**src/rtl/pattern_det_ctrl.sv**
```systemverilog
// pattern_det_ctrl: serial pattern detector with an IDLE/ARMED/DONE controller.
// Optional feature macro: PDC_TIMEOUT_EN. When defined, an ARMED run also ends in
// DONE with timeout=1 after TIMEOUT_BITS valid bits without a match. When it is
// undefined, no timeout counter is built and timeout is tied to 0.
module pattern_det_ctrl #(
    parameter int          TIMEOUT_BITS = 64,
    parameter logic [4:0]  RST_PATTERN  = 5'b11011
) (
    input  logic       clk,
    input  logic       rst,
    input  logic       cfg_we,
    input  logic [4:0] cfg_pattern,
    input  logic [2:0] cfg_len,
    input  logic       cfg_overlap,
    input  logic [7:0] cfg_target,
    input  logic       start,
    input  logic       abort,
    input  logic       data_valid,
    input  logic       data_in,
    output logic       busy,
    output logic       done,
    output logic       match_pulse,
    output logic [7:0] match_count,
    output logic       cfg_err,
    output logic       aborted,
    output logic       timeout
);

    typedef enum logic [1:0] {IDLE = 2'd0, ARMED = 2'd1, DONE = 2'd2} state_t;

    state_t     state_q;
    logic       busy_q, done_q, match_pulse_q, cfg_err_q, aborted_q, timeout_q;
    logic [7:0] match_count_q;
    logic [4:0] hist_q;
    logic [2:0] fill_q;
    logic [4:0] pat_q;
    logic [2:0] len_q;
    logic       ovl_q;
    logic [7:0] tgt_q;

    logic [4:0] hist_d;
    logic [2:0] fill_d;
    logic [7:0] match_count_d;
    logic [5:0] mask6;
    logic       hit;
    logic       cfg_ok;

`ifdef PDC_TIMEOUT_EN
    logic [15:0] tcnt_q;
    logic [15:0] tcnt_d;
    logic        tcnt_exp;
`endif

    // Candidate history/fill including the current bit, and the match decision on it.
    always_comb begin
        hist_d        = {hist_q[3:0], data_in};
        fill_d        = (fill_q >= 3'd5) ? 3'd5 : fill_q + 3'd1;
        mask6         = (6'd1 << len_q) - 6'd1;
        hit           = (fill_d >= len_q) && (((hist_d ^ pat_q) & mask6[4:0]) == 5'd0);
        match_count_d = match_count_q + 8'd1;
        // Start is judged against the config already registered, not the one being written.
        cfg_ok        = (len_q != 3'd0) && (len_q <= 3'd5) && (tgt_q != 8'd0);
`ifdef PDC_TIMEOUT_EN
        tcnt_d        = tcnt_q + 16'd1;
        tcnt_exp      = (tcnt_d == 16'(TIMEOUT_BITS));
`endif
    end

    // Controller FSM, datapath and registered outputs.
    always_ff @(posedge clk) begin
        if (rst) begin
            state_q       <= IDLE;
            busy_q        <= 1'b0;
            done_q        <= 1'b0;
            match_pulse_q <= 1'b0;
            cfg_err_q     <= 1'b0;
            aborted_q     <= 1'b0;
            timeout_q     <= 1'b0;
            match_count_q <= 8'd0;
            hist_q        <= 5'd0;
            fill_q        <= 3'd0;
            pat_q         <= RST_PATTERN;
            len_q         <= 3'd5;
            ovl_q         <= 1'b1;
            tgt_q         <= 8'd1;
`ifdef PDC_TIMEOUT_EN
            tcnt_q        <= 16'd0;
`endif
        end else begin
            match_pulse_q <= 1'b0;
            cfg_err_q     <= 1'b0;
            case (state_q)
                IDLE, DONE: begin
                    // abort outranks a simultaneous start, even though abort alone is a no-op here.
                    if (start && !abort) begin
                        if (cfg_ok) begin
                            state_q       <= ARMED;
                            busy_q        <= 1'b1;
                            done_q        <= 1'b0;
                            match_count_q <= 8'd0;
                            hist_q        <= 5'd0;
                            fill_q        <= 3'd0;
                            aborted_q     <= 1'b0;
                            timeout_q     <= 1'b0;
`ifdef PDC_TIMEOUT_EN
                            tcnt_q        <= 16'd0;
`endif
                        end else begin
                            cfg_err_q <= 1'b1;
                        end
                    end
                    if (cfg_we) begin
                        pat_q <= cfg_pattern;
                        len_q <= cfg_len;
                        ovl_q <= cfg_overlap;
                        tgt_q <= cfg_target;
                    end
                end
                ARMED: begin
                    if (abort) begin
                        // Abort wins over any match completing on this cycle.
                        state_q   <= IDLE;
                        busy_q    <= 1'b0;
                        aborted_q <= 1'b1;
                    end else if (data_valid) begin
                        hist_q <= hist_d;
                        if (hit) begin
                            match_pulse_q <= 1'b1;
                            match_count_q <= match_count_d;
                            fill_q        <= ovl_q ? fill_d : 3'd0;
`ifdef PDC_TIMEOUT_EN
                            tcnt_q        <= 16'd0;
`endif
                            if (match_count_d == tgt_q) begin
                                state_q <= DONE;
                                busy_q  <= 1'b0;
                                done_q  <= 1'b1;
                            end
                        end else begin
                            fill_q <= fill_d;
`ifdef PDC_TIMEOUT_EN
                            tcnt_q <= tcnt_d;
                            if (tcnt_exp) begin
                                state_q   <= DONE;
                                busy_q    <= 1'b0;
                                done_q    <= 1'b1;
                                timeout_q <= 1'b1;
                            end
`endif
                        end
                    end
                end
                default: begin
                    state_q <= IDLE;
                    busy_q  <= 1'b0;
                    done_q  <= 1'b0;
                end
            endcase
        end
    end

    assign busy        = busy_q;
    assign done        = done_q;
    assign match_pulse = match_pulse_q;
    assign match_count = match_count_q;
    assign cfg_err     = cfg_err_q;
    assign aborted     = aborted_q;
`ifdef PDC_TIMEOUT_EN
    assign timeout     = timeout_q;
`else
    assign timeout     = 1'b0;
`endif

endmodule

```
**config.mk**
```make
export PLATFORM = sky130hd
export DESIGN_NAME = pattern_det_ctrl
export DESIGN_NICKNAME = d
export VERILOG_FILES = /design/src/rtl/pattern_det_ctrl.sv
export SDC_FILE = /design/constraint.sdc
export NUM_CORES = 1
export LEC_CHECK = 0
export CORE_ASPECT_RATIO = 1.4
export CORE_MARGIN = 4
export CORE_UTILIZATION = 56
export DETAILED_ROUTE_END_ITERATION = 7
export PLACE_DENSITY = 0.85
export SETUP_SLACK_MARGIN = 0.4
export SLEW_MARGIN = 20
export SYNTH_ARGS = -nofsm -noshare
export SYNTH_HDL_FRONTEND = slang
export SYNTH_SLANG_ARGS = --single-unit
```
**constraint.sdc**
```tcl
create_clock -name clk -period 7.1 [get_ports clk]
set_input_delay 1.065 -clock clk [delete_from_list [all_inputs] [get_ports clk]]
set_output_delay 1.065 -clock clk [all_outputs]
set_load 0.02 [all_outputs]
```
### Yosys cells after proc, flatten, opt, wreduce, memory -nomap -nowiden

Index checks and enable logic that the tools add are counted.

* register bits: 39
* bits of input ports: 24
* logic and storage cells: 102

* $add $sub $neg: 3
* $lt $le $gt $ge: 3
* equality and inequality tests: 13
* shift-type cells: 1
* mux-type cells: 44
* bitwise logic cells: 6
* reductions and logical operators: 19

Operators with widths (number)
* 8-bit two-way mux: 5
* 3-bit two-way mux: 7
* 4-bit two-way mux: 4
* 8-bit one-hot mux with 2 select lines: 1
* 1-bit two-way mux: 15
* 2-bit != test, second input constant: 7
* 2-bit two-way mux: 6
* 6-bit AND reduction: 2
* 5-bit AND reduction: 2
* 3-bit != test, second input constant: 3
* 8-bit by 1-bit adder with 8-bit output, second input constant: 1
* 8-bit equality test: 1
* 4-bit one-hot mux with 2 select lines: 1
* 8-bit nonzero test: 1
* 1-bit one-hot mux with 2 select lines: 3
* 3-bit one-hot mux with 2 select lines: 1
* 5-bit AND: 1
* 5-bit logical NOT: 1
* 1-bit by 3-bit << shifter with 5-bit output, first input constant: 1
* 5-bit by 1-bit subtractor with 5-bit output, second input constant: 1
* 5-bit XOR: 1
* 1-bit logical AND: 4
* 1-bit inverter: 4
* 2-bit one-hot mux with 2 select lines: 1
* other kinds (15): 15

### Depth between registers and ports, before layout

Gate-level depths: netlist of the first run.

* depth after elaboration: 9
* mapped depth: 13

### Worst setup path after synthesis of the first run

No wires, ideal clock.

* path kind: input to register
* from: in abort
* to: reg match_count_q[1], in the netlist match_count[1]
* library setup time: 0.070 ns
* arrival time: 2.506 ns
* slack: 4.524 ns
* stages: 6
* path buffers: 0
* cells stage by stage: nand2b_1 -> a2111o_1 -> a211oi_2 -> nand4_2 -> or4_1 -> a21oi_1

* cells in the longest elaborated chain, start to end: 4
* elaborated cells on any way between the ends: 5
* those cells by class: eq/ne: 2; reduce/logical: 3

Ends and longest elaborated chain
* start: declaration: RTL line 17 `input logic abort,`
* 1-bit logical NOT: RTL line 95 `if (start && !abort) begin`
* 1-bit logical AND: RTL line 95
* 2-bit != test (no line)
* 6-bit AND reduction (no line) (*)
* end signal: assignment: RTL line 129 `match_count_q <= match_count_d;`
* end: declaration: RTL line 33 `logic [7:0] match_count_q;`

Every way passes the cells marked *; elsewhere a longest branch is shown, timed or not.
A chain may end at the register's enable or synchronous reset.

### Worst setup path after layout of the first run

Ends and elaborated chain as after synthesis.

==> qor.yml, run 1 <==
placed_design:
  portBuffers: 36
  routabilityCongestion: 0.919
  dp_hpwl_mm: 3.52
  dp.cells: 319
cells_and_area:
  diodes: 0
  layout-drive-gt1-share_pct: 5.92
  finalNetCount: 317
  syn2layout_area_growth_pct: 24.4
  fillCellCount: 267
  final_cells: 327
synthesis:
  synth_nets: 283
  synth-edff-count: 0
  synth.distinct_cells: 45
  yosysWarnings: 0
  synth.cell_area_um2: 2030
  synth_cells: 252
  synth_area_per_cell_um2: 8.04
  async_reset_ff_share_pct: 0
  seq_area_frac_synth_pct: 38.5
  synth-seq-cells: 39
  synthFlopType: "dfxtp_1"
power:
  p_sw_share_pct: 24.8
  peakVddDrop_v: 0.000178
  power_mw: 0.497
  p_int_mw: 0.374
  pwr-share-seq_pct: 47.6
  leakagePower_nw: 1.00
  combPwrFrac_pct: 14.2
  switching_power_mw: 0.123
  p_clk_share_pct: 38.3
  power_density_nw_per_um2: 197
drt:
  via_per_inst: 5.77
  dr.pass1.iters: 4
  route.detailed.drc: 0
  wl_per_cell_um: 14.2
  first_iter_violations: 65
  num_vias: 1887
  wl_mm: 4.63
  postRouteAntennaNets: 0
timing:
  drv_slew: 0
  rsz0062_at_grt: "no"
  max_freq_ghz: 0.339
  finalHoldViolations: 0
  clock_skew_ps: 3.84
  finalCritPeriodShare_pct: 41.6
  min_period_ps: 2950
  slew_headroom_pct: 57.8
  tns_ps: 0
  setup_viol_count_final: 0
  worst_pin_slew_ps: 632
clock_tree:
  clkLatencyLatePin_ps: 290
  cts_hold_buf: 0
  post_cts_resized: 0
  cts_root_buf: "clkbuf_8"
  cts.path.max_buffers: 2
  htree_levels: 2
  postCtsSetupBuffers: 0
  clk_pin_slew_worst_paths_ps: 70
  clock-sinks: 39
  cts_tree: "yes"
  numCtsBuffers: 5
floorplan:
  rows: 25
  die_y_um: 79.2
  initial_core_util_pct: 58.9
  coreArea_um2: 3440
  io_pins: 38
  fp.dieW_um: 58.8
  dieArea_um2: 4660
setup_path:
  worstPathRequired_ps: 7320
  cp.arrival_ps: 3170
  crit_path_start: "abort"
  cp_max_fo: 5
  crit_path_start_kind: "primary input"
  worstSetupEndpointType: "flip-flop"
  worstSetupPathType: "primary input to flip-flop"
  r2r-start: "fill_q[1]"
global_route:
  grt_pass1_vias: 1787
  grt_max_degree: 25
  grt_pass1_wl_mm: 7.89
  antenna_found_initial: 0
  grtUsageTotal_pct: 22.0
  overflow: 0
worst_hold_path:
  min_path_type: "flip-flop to flip-flop"
  hold_start: "ovl_q"
outcome:
  outcome: "complete, no violations"
job:
  cap_violations: 0
-- metal layers --
layer / vias to the layer above / part of all wire [%] / wire length [um] / track usage (%)
met4: 0 / 2.5 / 118 / 10.7
li1: 953 / - / - / -
met5: - / 0 / 0 / 0
met3: 14 / 5.1 / 236 / 5.04
met2: 48 / 52 / 2430 / 38.1
met1: 872 / 40 / 1850 / 24.7
-- critical path: stages --
cell and delay (ps):
clkdlybuf4s50_1 480, nand2b_1 220, a2111o_1 400, a211oi_2 260, nand4_2 180, or4_1 430, a21oi_1 150
-- path summary, 6_finish.rpt --
| path | to | slack, ps | cells after the start |
|---|---|---|---|
| max | match_count[1] | 4150 | 7 |
| min | ovl_q | 480 | 2 |
| max reg2reg | match_count[3] | 4420 | 11 |
| min reg2reg | ovl_q | 480 | 2 |
-- layout by cell type, fill, tap and decap left out, types with 2 or more instances in the layout --
| master | netlist | final |
|---|---|---|
| xor2_1 | 5 | 5 |
| xnor2_1 | 11 | 11 |
| a22oi_1 | 8 | 8 |
| nor3b_1 | 3 | 3 |
| nor2b_1 | 4 | 3 |
| a31oi_1 | 6 | 6 |
| o31ai_1 | 2 | 2 |
| inv_1 | 13 | 13 |
| nor3_1 | 2 | 2 |
| ha_1 | 7 | 7 |
| a21o_1 | 2 | 2 |
| dfxtp_1 | 39 | 39 |
| and3_1 | 2 | 2 |
| clkdlybuf4s50_1 | 0 | 36 |
| a31o_2 | 2 | 2 |
| a21oi_1 | 17 | 17 |
| nand2_1 | 46 | 46 |
| clkbuf_8 | 0 | 6 |
| nand2b_1 | 6 | 6 |
| o21a_1 | 2 | 2 |
| nor2_1 | 17 | 17 |
| o22ai_1 | 2 | 2 |
| nor4_1 | 5 | 5 |
| o211ai_1 | 2 | 2 |
| nand3_1 | 15 | 15 |
| o21ai_0 | 6 | 6 |
-- final cells by class --
class	instances	area [um^2]	share of cell area, %
Clock buffer	6	82.6	3.28
Clock inverter	2	35.0	1.39
Inverter	13	48.8	1.94
Multi-Input combinational cell	190	1160	45.9
Sequential cell	39	781	31.0
Tap cell	40	50.0	1.99
Timing Repair Buffer	37	368	14.6
-- metrics by stage --
stage / hold slack [ps] / worst slack [ps] / instance area [um^2] / util, %
2_1_floorplan: 441 / 4520 / 2030 / -
3_3_place_gp: 455 / 3940 / 2400 / 69.8
3_5_place_dp: 469 / 3870 / 2400 / 69.8
4_1_cts: 480 / 4150 / 2520 / 73.2
5_1_grt: 491 / 4000 / 2520 / 73.3
6_report: 478 / 4150 / 2520 / 73.3
-- Yosys cell counts, types with 2 or more instances --
library cell	instances	share of area (%)
o21ai_0	6	1.5
clkbuf_1	7	1.3
o22ai_1	2	0.62
a31o_2	2	0.86
ha_1	7	4.3
a22oi_1	8	3.0
nor3_1	2	0.49
a31oi_1	6	1.9
dfxtp_1	39	39
a21o_1	2	0.74
nor3b_1	3	1.1
nor4_1	5	1.5
a21oi_1	17	4.2
o21a_1	2	0.74
buf_2	2	0.49
nand2_1	46	8.5
inv_1	13	2.4
xor2_1	5	2.2
nor2_1	17	3.1
xnor2_1	11	4.8
nand3_1	15	3.7
o211ai_1	2	0.74
o31ai_1	2	0.74
nor2b_1	4	1.2
and3_1	2	0.62
nand2b_1	6	1.9
-- sequential cells by signal (all words and copies together), names as in the netlist --
| name | cells |
|---|---|
| busy | 1 |
| done | 1 |
| pat_q | 5 |
| cfg_err | 1 |
| len_q | 3 |
| tgt_q | 8 |
| ovl_q | 1 |
| hist_q | 4 |
| aborted | 1 |
| state_q | 2 |
| match_pulse | 1 |
| fill_q | 3 |
| match_count | 8 |
-- power by group through the flow --
stage	Sequential, mW	Combinational (mW)	Clock, mW
6_report	0.236	0.0704	0.190
3_3_place_gp	0.241	0.0688	0
4_1_cts	0.236	0.0710	0.194
5_1_grt	0.238	0.0783	0.202
2_1_floorplan	0.240	0.0446	0
3_5_place_dp	0.241	0.0703	0
-- logic make-up (layout without fill, tap and decap cells) --
logic type	count (synthesis)	after routing	share of synthesized area, %
buffers and inverters	23	58	4.57
and+or+nand+nor	109	109	25.8
other	1	1	0.185
xor gates and xnor gates	16	16	6.91
adders and majority gates	7	7	4.32
AOI/OAI and AO/OA	57	57	19.7
DFF	39	39	38.5
No activity file was read; power rests on OpenSTA's default activity.
==> inputs of run 2 (changes only) <==
Settings changed: CORE_UTILIZATION 56 to 47, PLACE_DENSITY 0.85 to 0.76.
Clock period 7.1 ns to 2.59 ns, I/O delays scaled along.
==> run 2 against run 1 <==
  * Utilization fell by 7.9 points
  * Global-route usage fell by 2.1 points
  * First-iteration DRC count rose by 18%
  * Largest cell class unchanged
==> qor.yml, run 2 (synthesized netlist as in run 1, its figures left out) <==
timing:
  drv_slew: 0  # unchanged
  rsz0062_at_grt: "yes"
  slew_headroom_pct: 65.3  # +7.5 points
  tns_ps: 0  # unchanged
  worst_pin_slew_ps: 519  # -113 ps
  setup_viol_count_final: 0  # unchanged
  finalCritPeriodShare_pct: 94.0
  max_freq_ghz: 0.411
  finalHoldViolations: 0  # unchanged
  clock_skew_ps: 7.92  # +4.08 ps
  min_period_ps: 2430
floorplan:
  fp.dieW_um: 63.5  # +7.9%
  initial_core_util_pct: 48.2  # -11 points
  die_y_um: 85.7  # +8.2%
  dieArea_um2: 5440  # +17%
  io_pins: 38  # unchanged
  coreArea_um2: 4200  # +22%
  rows: 28  # +12%
placed_design:
  routabilityCongestion: 0.830  # -9.7%
  dp.cells: 334  # +4.7%
  portBuffers: 36  # unchanged
  dp_hpwl_mm: 3.73  # +6.0%
drt:
  wl_mm: 5.15  # +11%
  via_per_inst: 5.64  # -2.3%
  postRouteAntennaNets: 0  # unchanged
  route.detailed.drc: 0  # unchanged
  num_vias: 1956  # +3.7%
  wl_per_cell_um: 14.8  # +4.7%
  dr.pass1.iters: 4  # unchanged
  first_iter_violations: 77  # +18%
setup_path:
  rr_worst_depth: 10  # -1
  crit_family: "compound AO/OA/AOI/OAI gates"
  crit_path_start: "len_q[2]"
  worstSetupEndpointType: "flip-flop"
  cp.depth: 10  # +3
  rrSetupSlack_ps: 160  # -4260 ps
  cp_slowest_cell: "dfxtp_2"
  worstPathRequired_ps: 2790  # -4530 ps
  worstReg2RegEnd: "match_count[3]"
  critPathMaxStageDelay_ps: 360  # -120 ps
  worstSetupEndpoint: "match_count[3]"
  r2r-start: "len_q[2]"
  worstSetupPathType: "flip-flop to flip-flop"
  crit_chain: "nor3_4 -> inv_1 -> ha_1 -> nand2b_1 -> o2111ai_1 -> a311o_1 -> nand4_2 -> buf_4 -> a22o_1 -> a31o_2"
  cp.arrival_ps: 2630  # -540 ps
  critical_path_buf_inv_count: 2  # +1
  cp_max_fo: 7  # +2
  crit_path_start_kind: "flip-flop"
cells_and_area:
  syn2layout_area_growth_pct: 35.6
  final_common_cell: "nand2_1"
  fillCellCount: 342  # +28%
  final_cell_mix: "nand2_1, clkdlybuf4s50_1, dfxtp_1"
  final_cells: 347  # +6.1%
  layout-drive-gt1-share_pct: 16.6  # +11 points
  diodes: 0  # unchanged
  finalNetCount: 333  # +5.0%
global_route:
  antenna_found_initial: 0  # unchanged
  grt_pass1_wl_mm: 8.51  # +7.9%
  grt_pass1_vias: 1935  # +8.3%
  grt_max_degree: 24  # -4.0%
  overflow: 0  # unchanged
  grtUsageTotal_pct: 19.9  # -2.1 points
clock_tree:
  clkLatencyLatePin_ps: 300  # about the same
  cts_tree: "yes"
  htree_levels: 2  # unchanged
  clk_pin_slew_worst_paths_ps: 80  # about the same
  numCtsBuffers: 5  # unchanged
  cts_root_buf: "clkbuf_8"
  cts_hold_buf: 0  # unchanged
  clock-sinks: 39  # unchanged
  cts.path.max_buffers: 2  # unchanged
power:
  peakVddDrop_v: 0.000328  # +84%
  leakagePower_nw: 1.08  # +7.3%
  power_density_nw_per_um2: 469  # +140%
job:
  cap_violations: 0  # unchanged
worst_hold_path:
  min_path_type: "flip-flop to flip-flop"
outcome:
  outcome: "complete, no violations"
run 2: cell count changes in the layout (fill, tap and decap cells not counted), sizes merged:
cell,change
buf,+16
bufinv,-1
run 2: repair_timing:
item | 4_1_cts | 5_1_grt
gates resized for setup | 11 | 8
buffers inserted | 5 | 1
pin swaps | 9 | 6
setup endpoints to repair | 13 | 16
run 2: area by class of cell:
| type | instances | area (um^2) | area share, % |
|---|---|---|---|
| inverter | 13 | 48.8 | 1.78 |
| tap | 45 | 56.3 | 2.05 |
| clock buffer | 6 | 82.6 | 3.00 |
| sequential | 39 | 788 | 28.7 |
| multi-input combinational | 190 | 1280 | 46.4 |
| timing repair buffer | 53 | 492 | 17.9 |
| clock inverter | 1 | 5.00 | 0.182 |
run 2: metal layers:
metal	vias to the layer above	part of all wire (%)	GRT usage [%]	wire length, um
met3	13	3.2	4.19	163
met5	-	0	0	0
met2	48	53	36.3	2750
met1	913	41	20.8	2090
li1	982	-	-	-
met4	0	2.8	11.4	144
run 2: power by group:
group	switching [mW]	total [mW]	internal (mW)	leakage, nW
logic	0.120	0.223	0.103	0.709
registers	0.0242	0.647	0.623	0.320
clock network	0.210	0.418	0.209	0.0470
run 2: worst min-delay path by stage:
stage                     cells after the start  slack, ps     start  endpoint
final                                         2        480  pat_q[1]  pat_q[1]
after global routing                          2        500  pat_q[3]  pat_q[3]
after CTS                                     2        490  pat_q[1]  pat_q[1]
after detailed placement                      2        480  pat_q[1]  pat_q[1]
after global placement                        2        460     ovl_q     ovl_q
after floorplan                               2        440     ovl_q     ovl_q
run 2: worst register-to-register path, stage by stage (launching register included):
cell	delay, ps
dfxtp_2	360
nor3_4	240
inv_1	70
ha_1	250
nand2b_1	180
o2111ai_1	110
a311o_1	340
nand4_2	180
buf_4	180
a22o_1	190
a31o_2	230
run 2: through the flow:
| stage | instance area [um^2] | utilization (%) | setup slack (ps) | hold WS [ps] | total power, mW |
|---|---|---|---|---|---|
| after floorplan | 2070 | - | 366 | 441 | 0.783 |
| after global placement | 2520 | 60.1 | 140 | 457 | 0.865 |
| after detailed placement | 2520 | 60.1 | 141 | 475 | 0.869 |
| after CTS | 2710 | 64.6 | 151 | 486 | 1.29 |
| after global routing | 2750 | 65.4 | 26.5 | 498 | 1.35 |
| final | 2750 | 65.4 | 156 | 479 | 1.29 |
==> inputs of run 3 (changes only) <==
Settings changed: HOLD_SLACK_MARGIN set to 0.08.
==> results of run 3 <==
Final layout, timing and power as in run 2 (identical DEF).
